===== config.mk =====
export PLATFORM = sky130hd
export DESIGN_NAME = hex_scroll_ctrl
export DESIGN_NICKNAME = d
export VERILOG_FILES = /design/src/rtl/hex_scroll_ctrl_pkg.sv /design/src/rtl/seg7_decode.sv /design/src/rtl/hex_scroll_ctrl.sv
export SDC_FILE = /design/constraint.sdc
export NUM_CORES = 1
export LEC_CHECK = 0
export ABC_AREA = 0
export CORE_MARGIN = 5
export CORE_UTILIZATION = 57
export DETAILED_ROUTE_END_ITERATION = 10
export MAX_ROUTING_LAYER = met4
export PLACE_DENSITY = 0.79
export SLEW_MARGIN = 20
export SYNTH_ARGS = -nofsm -noshare
export SYNTH_HDL_FRONTEND = slang
export SYNTH_SLANG_ARGS = --single-unit
export TNS_END_PERCENT = 30

===== constraint.sdc =====
create_clock -name clk -period 5.8 [get_ports clk]
set_clock_uncertainty 0.05 [all_clocks]
set_input_delay 0.58 -clock clk [delete_from_list [all_inputs] [get_ports clk]]
set_output_delay 0.58 -clock clk [all_outputs]
set_load 0.005 [all_outputs]

===== src/rtl/hex_scroll_ctrl_pkg.sv =====
// hex_scroll_ctrl_pkg: shared FSM state, character codes and active-low segment constants
package hex_scroll_ctrl_pkg;
  typedef enum logic {ST_IDLE, ST_SCROLL} state_t;
  localparam logic [4:0] CH_BLANK = 5'd16;
  localparam logic [4:0] CH_DASH = 5'd17;
  localparam logic [6:0] SEG_BLANK = 7'h7F;
  localparam logic [6:0] SEG_DASH = 7'h3F;
  localparam logic [15:0][6:0] SEG_HEX = {
    7'h0E, 7'h06, 7'h21, 7'h46, 7'h03, 7'h08, 7'h10, 7'h00,
    7'h78, 7'h02, 7'h12, 7'h19, 7'h30, 7'h24, 7'h79, 7'h40
  };
endpackage


===== src/rtl/seg7_decode.sv =====
// seg7_decode: i_code (0-15 hex, 17 dash, else blank) to o_seg active-low segments, bit0=a..bit6=g
module seg7_decode
  import hex_scroll_ctrl_pkg::*;
(
  input  logic [4:0] i_code,
  output logic [6:0] o_seg
);
  always_comb o_seg = i_code < 5'd16 ? SEG_HEX[i_code[3:0]] : i_code == CH_DASH ? SEG_DASH : SEG_BLANK;
endmodule


===== src/rtl/hex_scroll_ctrl.sv =====
// hex_scroll_ctrl: buffered character scroller over six digits; ports clk/reset, wr_valid/wr_ready/wr_char, cmd_start/stop/clear, pause, hex0..hex5 (active-low), busy, count
module hex_scroll_ctrl
  import hex_scroll_ctrl_pkg::*;
#(
  parameter int STEP_DIV = 12500000,
  parameter int BUF_DEPTH = 16
) (
  input  logic       clk,
  input  logic       reset,
  input  logic       wr_valid,
  output logic       wr_ready,
  input  logic [4:0] wr_char,
  input  logic       cmd_start,
  input  logic       cmd_stop,
  input  logic       cmd_clear,
  input  logic       pause,
  output logic [6:0] hex0,
  output logic [6:0] hex1,
  output logic [6:0] hex2,
  output logic [6:0] hex3,
  output logic [6:0] hex4,
  output logic [6:0] hex5,
  output logic       busy,
  output logic [4:0] count
);
  localparam int AW = BUF_DEPTH > 1 ? $clog2(BUF_DEPTH) : 1;
  localparam logic [23:0] PRE_MAX = 24'(STEP_DIV - 1);
  state_t r_state, w_state_nxt;
  logic [4:0] r_buf [BUF_DEPTH];
  logic [4:0] r_count;
  logic [5:0] r_pos;
  logic [23:0] r_pre;
  logic [6:0] r_hex [6];
  logic [4:0] w_code [6];
  logic [6:0] w_seg [6];
  logic [4:0] w_count_wr;
  logic [5:0] w_n;
  logic w_wr, w_step;
  assign wr_ready = r_state == ST_IDLE && r_count < 5'(BUF_DEPTH);
  assign w_wr = wr_valid && wr_ready;
  assign w_count_wr = r_count + {4'd0, w_wr};
  assign w_n = {1'b0, r_count} + 6'd6;
  assign w_step = r_state == ST_SCROLL && !cmd_stop && !pause && r_pre == PRE_MAX;
  always_comb begin
    w_state_nxt = r_state == ST_IDLE ? ((cmd_start && !cmd_clear && w_count_wr != 5'd0) ? ST_SCROLL : ST_IDLE)
                                     : (cmd_stop ? ST_IDLE : ST_SCROLL);
  end
  always_ff @(posedge clk) begin
    if (reset) r_state <= ST_IDLE;
    else r_state <= w_state_nxt;
  end
  always_ff @(posedge clk) begin
    if (w_wr) r_buf[r_count[AW-1:0]] <= wr_char;
  end
  always_ff @(posedge clk) begin
    if (reset) begin
      r_count <= 5'd0;
      r_pos <= 6'd0;
      r_pre <= 24'd0;
    end else if (r_state == ST_IDLE) begin
      r_count <= cmd_clear ? 5'd0 : w_count_wr;
      r_pos <= 6'd0;
      r_pre <= 24'd0;
    end else if (!cmd_stop && !pause) begin
      r_pre <= w_step ? 24'd0 : r_pre + 24'd1;
      if (w_step) r_pos <= r_pos == w_n - 6'd1 ? 6'd0 : r_pos + 6'd1;
    end
  end
  for (genvar j = 0; j < 6; j++) begin : g_dig
    logic [5:0] w_raw, w_idx;
    assign w_raw = r_pos + 6'(5 - j);
    assign w_idx = w_raw >= w_n ? w_raw - w_n : w_raw;
    assign w_code[j] = (r_state == ST_SCROLL && w_idx >= 6'd6) ? r_buf[AW'(w_idx - 6'd6)] : CH_BLANK;
    seg7_decode u_dec (.i_code(w_code[j]), .o_seg(w_seg[j]));
  end
  always_ff @(posedge clk) begin
    for (int j = 0; j < 6; j++) r_hex[j] <= reset ? SEG_BLANK : w_seg[j];
  end
  assign {hex5, hex4, hex3, hex2, hex1, hex0} = {r_hex[5], r_hex[4], r_hex[3], r_hex[2], r_hex[1], r_hex[0]};
  assign busy = r_state == ST_SCROLL;
  assign count = r_count;
endmodule


# After elaboration in Yosys (flattened, before gate mapping)

Memory sizes are Yosys's and may differ from the RTL's.
Index checks and enable logic that the tools add are counted.

Register bits after elaboration: 36
Latch bits: 0
Bits in writable memories: 122
ROM bits: 672
Input port bits: 12
Output and inout port bits: 49
Logic and storage cells: 131
Memories: 8

Memory list:

| name             | depth | width | read ports | clocked after Yosys merged registers in | write ports | line             | RTL |
|---|---|---|---|---|---|---|---|
| (name not given) | 16    | 7     | 1          | 0                                       | 0           | seg7_decode.sv:8 | `always_comb o_seg = i_code < 5'd16 ? SEG_HEX[i_code[3:0]] : i_code == CH_DASH ? SEG_DASH : SEG_BLANK;` |
| (name not given) | 16    | 7     | 1          | 0                                       | 0           | seg7_decode.sv:8 |  |
| (name not given) | 16    | 7     | 1          | 0                                       | 0           | seg7_decode.sv:8 |  |
| (name not given) | 16    | 7     | 1          | 0                                       | 0           | seg7_decode.sv:8 |  |
| (name not given) | 16    | 7     | 1          | 0                                       | 0           | seg7_decode.sv:8 |  |
| (name not given) | 16    | 7     | 1          | 0                                       | 0           | seg7_decode.sv:8 |  |
| 2 more memories  | n/a   | n/a   | n/a        | n/a                                     | n/a         | n/a              |  |

Add/sub/neg operators: 21
Multipliers: 0
Div/mod/pow operators: 0
Magnitude comparators: 25
Equality and inequality tests: 8
Shift operators: 0
Mux-type cells: 44
Bitwise logic cells: 1
Reduce and logical (&&, ||, !) cells: 20

Operator list:

| cell                                                                  | number |
|---|---|
| 7-bit 2-to-1 mux                                                      | 24 |
| 6-bit 2-to-1 mux                                                      | 7 |
| 6-bit by 3-bit >= comparator with 1-bit output, second input constant | 6 |
| 6-bit >= comparator                                                   | 6 |
| 6-bit subtractor                                                      | 6 |
| 5-bit < comparator, second input constant                             | 7 |
| 5-bit 2-to-1 mux                                                      | 7 |
| 5-bit == test, second input constant                                  | 6 |
| 4-bit by 5-bit < comparator with 1-bit output, second input constant  | 6 |
| 24-bit by 1-bit adder with 24-bit output, second input constant       | 1 |
| 24-bit == test, second input constant                                 | 1 |
| 24-bit 2-to-1 mux                                                     | 1 |
| 4-bit by 3-bit subtractor with 4-bit output, second input constant    | 6 |
| 1-bit logical AND                                                     | 14 |
| 6-bit by 2-bit adder with 6-bit output, second input constant         | 2 |
| 6-bit by 3-bit adder with 6-bit output, second input constant         | 2 |
| 5-bit by 3-bit adder with 6-bit output, second input constant         | 1 |
| 6-bit by 1-bit adder with 6-bit output, second input constant         | 1 |
| 6-bit == test                                                         | 1 |
| 6-bit by 1-bit subtractor with 6-bit output, second input constant    | 1 |
| 5-bit by 1-bit adder with 5-bit output                                | 1 |
| 1-bit 2-to-1 mux                                                      | 5 |
| 5-bit nonzero test                                                    | 1 |
| 1-bit logical NOT                                                     | 3 |
| other kinds (3)                                                       | 3 |

# Depth between registers and ports, before layout

Depth after elaboration: 10
Gate-level depth with buffers: 29
Depth with buffers taken out: 27

# Modules after synthesis

From an unflattened synthesis, not the netlist that was laid out.

Cells, all modules: 1532
Area, all modules: 14655.3 um^2

Modules (own cells, without submodules):

| module          | instances | cells each | area an instance (um^2) | sequential area each (um^2) |
|---|---|---|---|---|
| hex_scroll_ctrl | 1         | 1286       | 12831.1                 | 3963.8 |
| seg7_decode     | 6         | 41         | 304.0                   | 0.0 |

# Worst setup path before layout

Ideal clock, no wire load.

Kind: reg-to-reg
Start: register r_count[1], in the netlist count[1]
End: memory r_hex[5][6]
Setup time: 0.134 ns
Arrival: 6.263 ns
Required time: 5.616 ns
Setup slack: -0.647 ns
Stages on the path, launching flop included: 25
Buffers on the path: 4
Clock period less this slack: 6.447 ns
Cells stage by stage: dfxtp_1 inv_1 ha_1 xor2_1 ha_1 o21a_1 a2111o_4 a21oi_1 or2_1 buf_2 inv_2 buf_2 buf_2 ha_1 nor3_1 or2_1 buf_4 a2111oi_0 or4_1 and2_1 inv_1 ha_1 inv_1 o21ai_1 or4b_1

RTL lines:

| what                     | line                  | RTL |
|---|---|---|
| start: declaration       | hex_scroll_ctrl.sv:30 | `logic [4:0] r_count;` |
| start signal: assignment | hex_scroll_ctrl.sv:61 | `r_count <= cmd_clear ? 5'd0 : w_count_wr;` |
| end: declaration         | hex_scroll_ctrl.sv:33 | `logic [6:0] r_hex [6];` |

==> summary.md <==
| Metric | Value |
|---|---|
| Status | completed |
| Post-Syn Instances | 1570 |
| Port Buffers | 60 |
| Worst R2R Start | count[2] |
| FP Rows | 57 |
| GRT Max-Usage Layer | met2 |
| P_int | 1850 uW |
| Worst slew pin tran | 1080 ps |
| Worst path cell trace | inv_1, ha_2, xor2_4, buf_4, ha_1, o21ai_0, a221oi_1, a211o_1, mux2_2, ha_1, xnor2_1, buf_4, mux4_2, nand2_1, and3_1, a211oi_1, buf_4, ha_1, inv_1, or2_2, mux2i_1, a32oi_1 |
| Overflow after GRT | 0 |
| Clock slew at reported path FFs | 80 ps |
| Min-Delay Startpoint | r_pre[21] |
| Arr. time, crit path | 5790 ps |
| Crit-path max cell delay | about 440 ps |
| R2R Setup Slk | around 260 ps |
| Synth Area in Simple Gates | 18.4% |
| Synth area leaders | edfxtp_1 17%, dfxtp_1 11%, mux2i_1 11% |
| Detailed placement HPWL | 35500 um |
| Number of synthesized flops with an enable pin | 80 |
| Slowest CP cell | a211oi_1 |
| First-pass GRT wire length | 72400 um |
| CTS Buffer Depth | 2 |
| Flops & latches, synth | between 150 and 200 |
| Sw Share | 28.6% |
| Final cell count without fillers | 1976 |
| DRT Wirelength | 47300 um |
| Setup TNS | 0 ps |
| Net Count, Synth | roughly 1700 |
| Synthesized area | 14200 um2 |
| Sink of the worst hold path | r_pre[21] |
| IO Count | 61 |
| Initial antenna violation count | 0 |
| Yosys warnings | 0 |
| Slew HR | 27.5% |
| Clock Sinks | about 160 |
| Initial DRC count | between 2000 and 2500 |
| All-Layer GR Usage | 33.5% |
| GR Util met2 | 48.0% |
| Net switching power | roughly 740 uW |
| Part of the cycle the worst path needs | 95.6% |
| 1st-pass router iterations | 7 |
| Dpl cells | 1940 |
| Met1 usage | 45.6% |
| Synth Area in XOR/XNOR | 4.04% |
| Drt wl/cell | 24.0 um |
| Clk network pwr share | between 40% and 50% |
| Vias per Instance | 6.91 |
| Post-synth top area cell | edfxtp_1 |
| Die H | 168 um |
| Filler cells | 2019 |
| Worst Setup Path Type | reg2reg |
| Largest family of logic cells by synthesized area | multiplexers |
| Max FO, Critical Path | 14 |
| Placed instance area | 15400 um2 |
| Post-synthesis mux area share | 19.7% |
| Logic pwr share | 8.9% |
| Clock Tree Root | clkbuf_16 |
| Vias in the first global route | 12458 |
| Leakage dissipation | 0.00617 uW |
| Total power | 2590 uW |
| CTS H-tree depth | 4 |
| # DRC | 0 |
| Compound-Gate Fraction of Synth Area | roughly 18% |
| FMAX | approximately 180 MHz |
| Post-synth ARST share | 0% |
| Post-synthesis adder-cell area fraction | 7.68% |
| Shortest period the worst path allows | 5540 ps |
| Hold path cells | 2 |
| Core region area | 24500 um2 |
| Layout cells sized above 1 | 13.4% |
| Worst Hold Class | reg2reg |
| CTS tree | yes |
| Syn avg cell area | 9.07 um2 |
| Max_cap viols | 0 |
| Cell area after layout | 16100 um2 |
| Setup-failing EPs final | 0 |
| Detail Route Antenna Nets | 0 |
| Final hold violation count | 0 |
| Initial core utilization | 58.2% |
| FF-to-FF End | r_hex[3][6] |
| CP endpoint kind | flip-flop |
| Vias | 13645 |
| Sequential element share of the synthesized area | roughly 28% |
| Nets | 1734 |
| Critical Path Start Type | flip-flop |
| Cts bufs inserted | 17 |
| GPL Wtd Cong | 1.13 |
| Die W | 168 um |
| Top-area cell type share of the netlist area | 16.9% |
| Worst Reg-to-Reg Cells | 22 |
| Top_reg_cell synth | edfxtp_1 |
| Slew Limit Fails | 0 |
| P per Cell Area | between 150 and 200 nW/um2 |
| Sequential power share | 45.9% |
| Die Area | roughly 28000 um2 |
| Largest net degree at the start of global routing | 37 |
| Clk Latency, worst-skew pair | 460 ps |
| M3 GR Usage | under 10% |
| VDD IR max | about 0.00025 V |
| CP required | 6050 ps |
| Area Overhead vs Synth | 13.3% |
| Netlist cell types | 90 |
metrics by stage:
step	setup slack, ps	utilization [%]	hold slack, ps
3_5_place_dp	185	63.1	452
4_1_cts	153	65.6	465
5_1_grt	-6.26	65.9	492
6_report	256	65.9	469
2_1_floorplan	-10.6	-	415
3_3_place_gp	362	63.1	433
sequential cells by signal, summed over array words and instances, names as in the netlist:
name / cells
r_buf: 80
r_hex: 42
r_pre: 24
r_pos: 6
count: 5
busy: 1
kinds of logic after synthesis:
kind of cell	Yosys count
buf+inv	153
fa+ha+maj	85
xor+xnor	64
mux	221
simple gates	537
flops	158
compound gates	352
worst max-delay path: cells and delay by family (launching register included):
kind | cells | cell delay [ps]
compound gates | 5 | 1360
buf+inv | 5 | 960
fa+ha+maj | 4 | 860
mux | 3 | 810
simple gates | 3 | 580
xor+xnor | 2 | 430
flops | 1 | 320
cells in the mapped netlist, types with 7 or more instances:
library cell,n
xor2_1,29
clkbuf_1,37
o2111ai_1,8
nand3_1,67
mux2_2,24
mux2i_1,153
o22ai_1,11
and3_1,29
nor3_1,44
nor3b_1,7
nor2_1,116
o31ai_1,7
mux4_2,41
o211ai_1,10
a311oi_1,9
a31oi_1,16
dfxtp_1,78
nand2_1,152
a211o_1,8
nand2b_1,19
nor4_1,14
a32oi_1,11
o221ai_1,16
ha_1,81
nor2b_1,15
edfxtp_1,80
a211oi_1,27
xnor2_1,33
buf_2,33
or3_1,11
a2111oi_0,15
inv_1,65
nand4_1,11
a21oi_1,52
o21a_1,17
and2_1,20
o21ai_1,11
a21o_1,8
o21ai_0,64
how the worst max path moves through the flow:
stage	start	slack [ps]	cells after the start	end
after detailed placement	r_pos[0]	190	26	r_hex[2][0]
after global routing	r_pos[0]	-6	27	r_hex[2][0]
after floorplan	count[2]	-10	26	r_hex[5][6]
after global placement	count[2]	360	21	r_hex[3][6]
after CTS	r_pos[0]	150	27	r_hex[2][0]
final	count[2]	260	22	r_hex[3][6]
cells in the final DEF, fill, tap and decap left out, types with 9 or more instances in the layout:
master	synthesis	routed
a2111oi_0	15	15
a211oi_1	27	27
a21oi_1	52	50
a311oi_1	9	9
a31oi_1	16	16
a32oi_1	11	11
and2_1	20	19
and3_1	29	28
buf_4	4	71
clkbuf_16	0	17
clkdlybuf4s50_1	0	60
dfxtp_1	78	75
edfxtp_1	80	80
ha_1	81	79
inv_1	65	65
mux2_2	24	24
mux2i_1	153	149
mux4_2	41	41
nand2_1	152	151
nand2b_1	19	19
nand3_1	67	66
nand4_1	11	11
nor2_1	116	116
nor2b_1	15	14
nor3_1	44	43
nor4_1	14	14
o211ai_1	10	10
o21a_1	17	17
o21ai_0	64	64
o21ai_1	11	10
o221ai_1	16	16
o22ai_1	11	11
or3_1	11	11
xnor2_1	33	31
xor2_1	29	28
layout make-up:
class                   instances  area, um2  area share [%]
diodes                          2       5.00          0.0310
well taps                     324        405            2.51
inverters                      70        263            1.63
clock buffers                  17        425            2.64
clock inverters                15        174            1.08
repair buffers                131       1130            7.03
flip-flops and latches        158       3970            24.6
multi-input cells            1259       9750            60.5
power by group through the flow:
stage                     clock [uW]  sequential (uW)  combinational [uW]
after floorplan                    0             1210                 150
after global placement             0             1210                 219
after detailed placement           0             1210                 222
after CTS                       1170             1190                 223
after global routing            1230             1190                 247
final                           1170             1190                 230
what timing repair did:
action / in CTS / in global routing
hold buffers: 0 / 0
hold endpoints to repair: 0 / 0
resized for setup: 0 / 15
setup buffers: 0 / 2
endpoints found under the setup margin: 0 / 20
layer usage:
metal / vias to the layer above / routed length (um)
met1: 6492 / 19400
met2: 911 / 20000
met5: - / 0
met3: 162 / 6090
li1: 6080 / -
met4: 0 / 1870
Note: power is estimated with default switching activity, not from simulation.
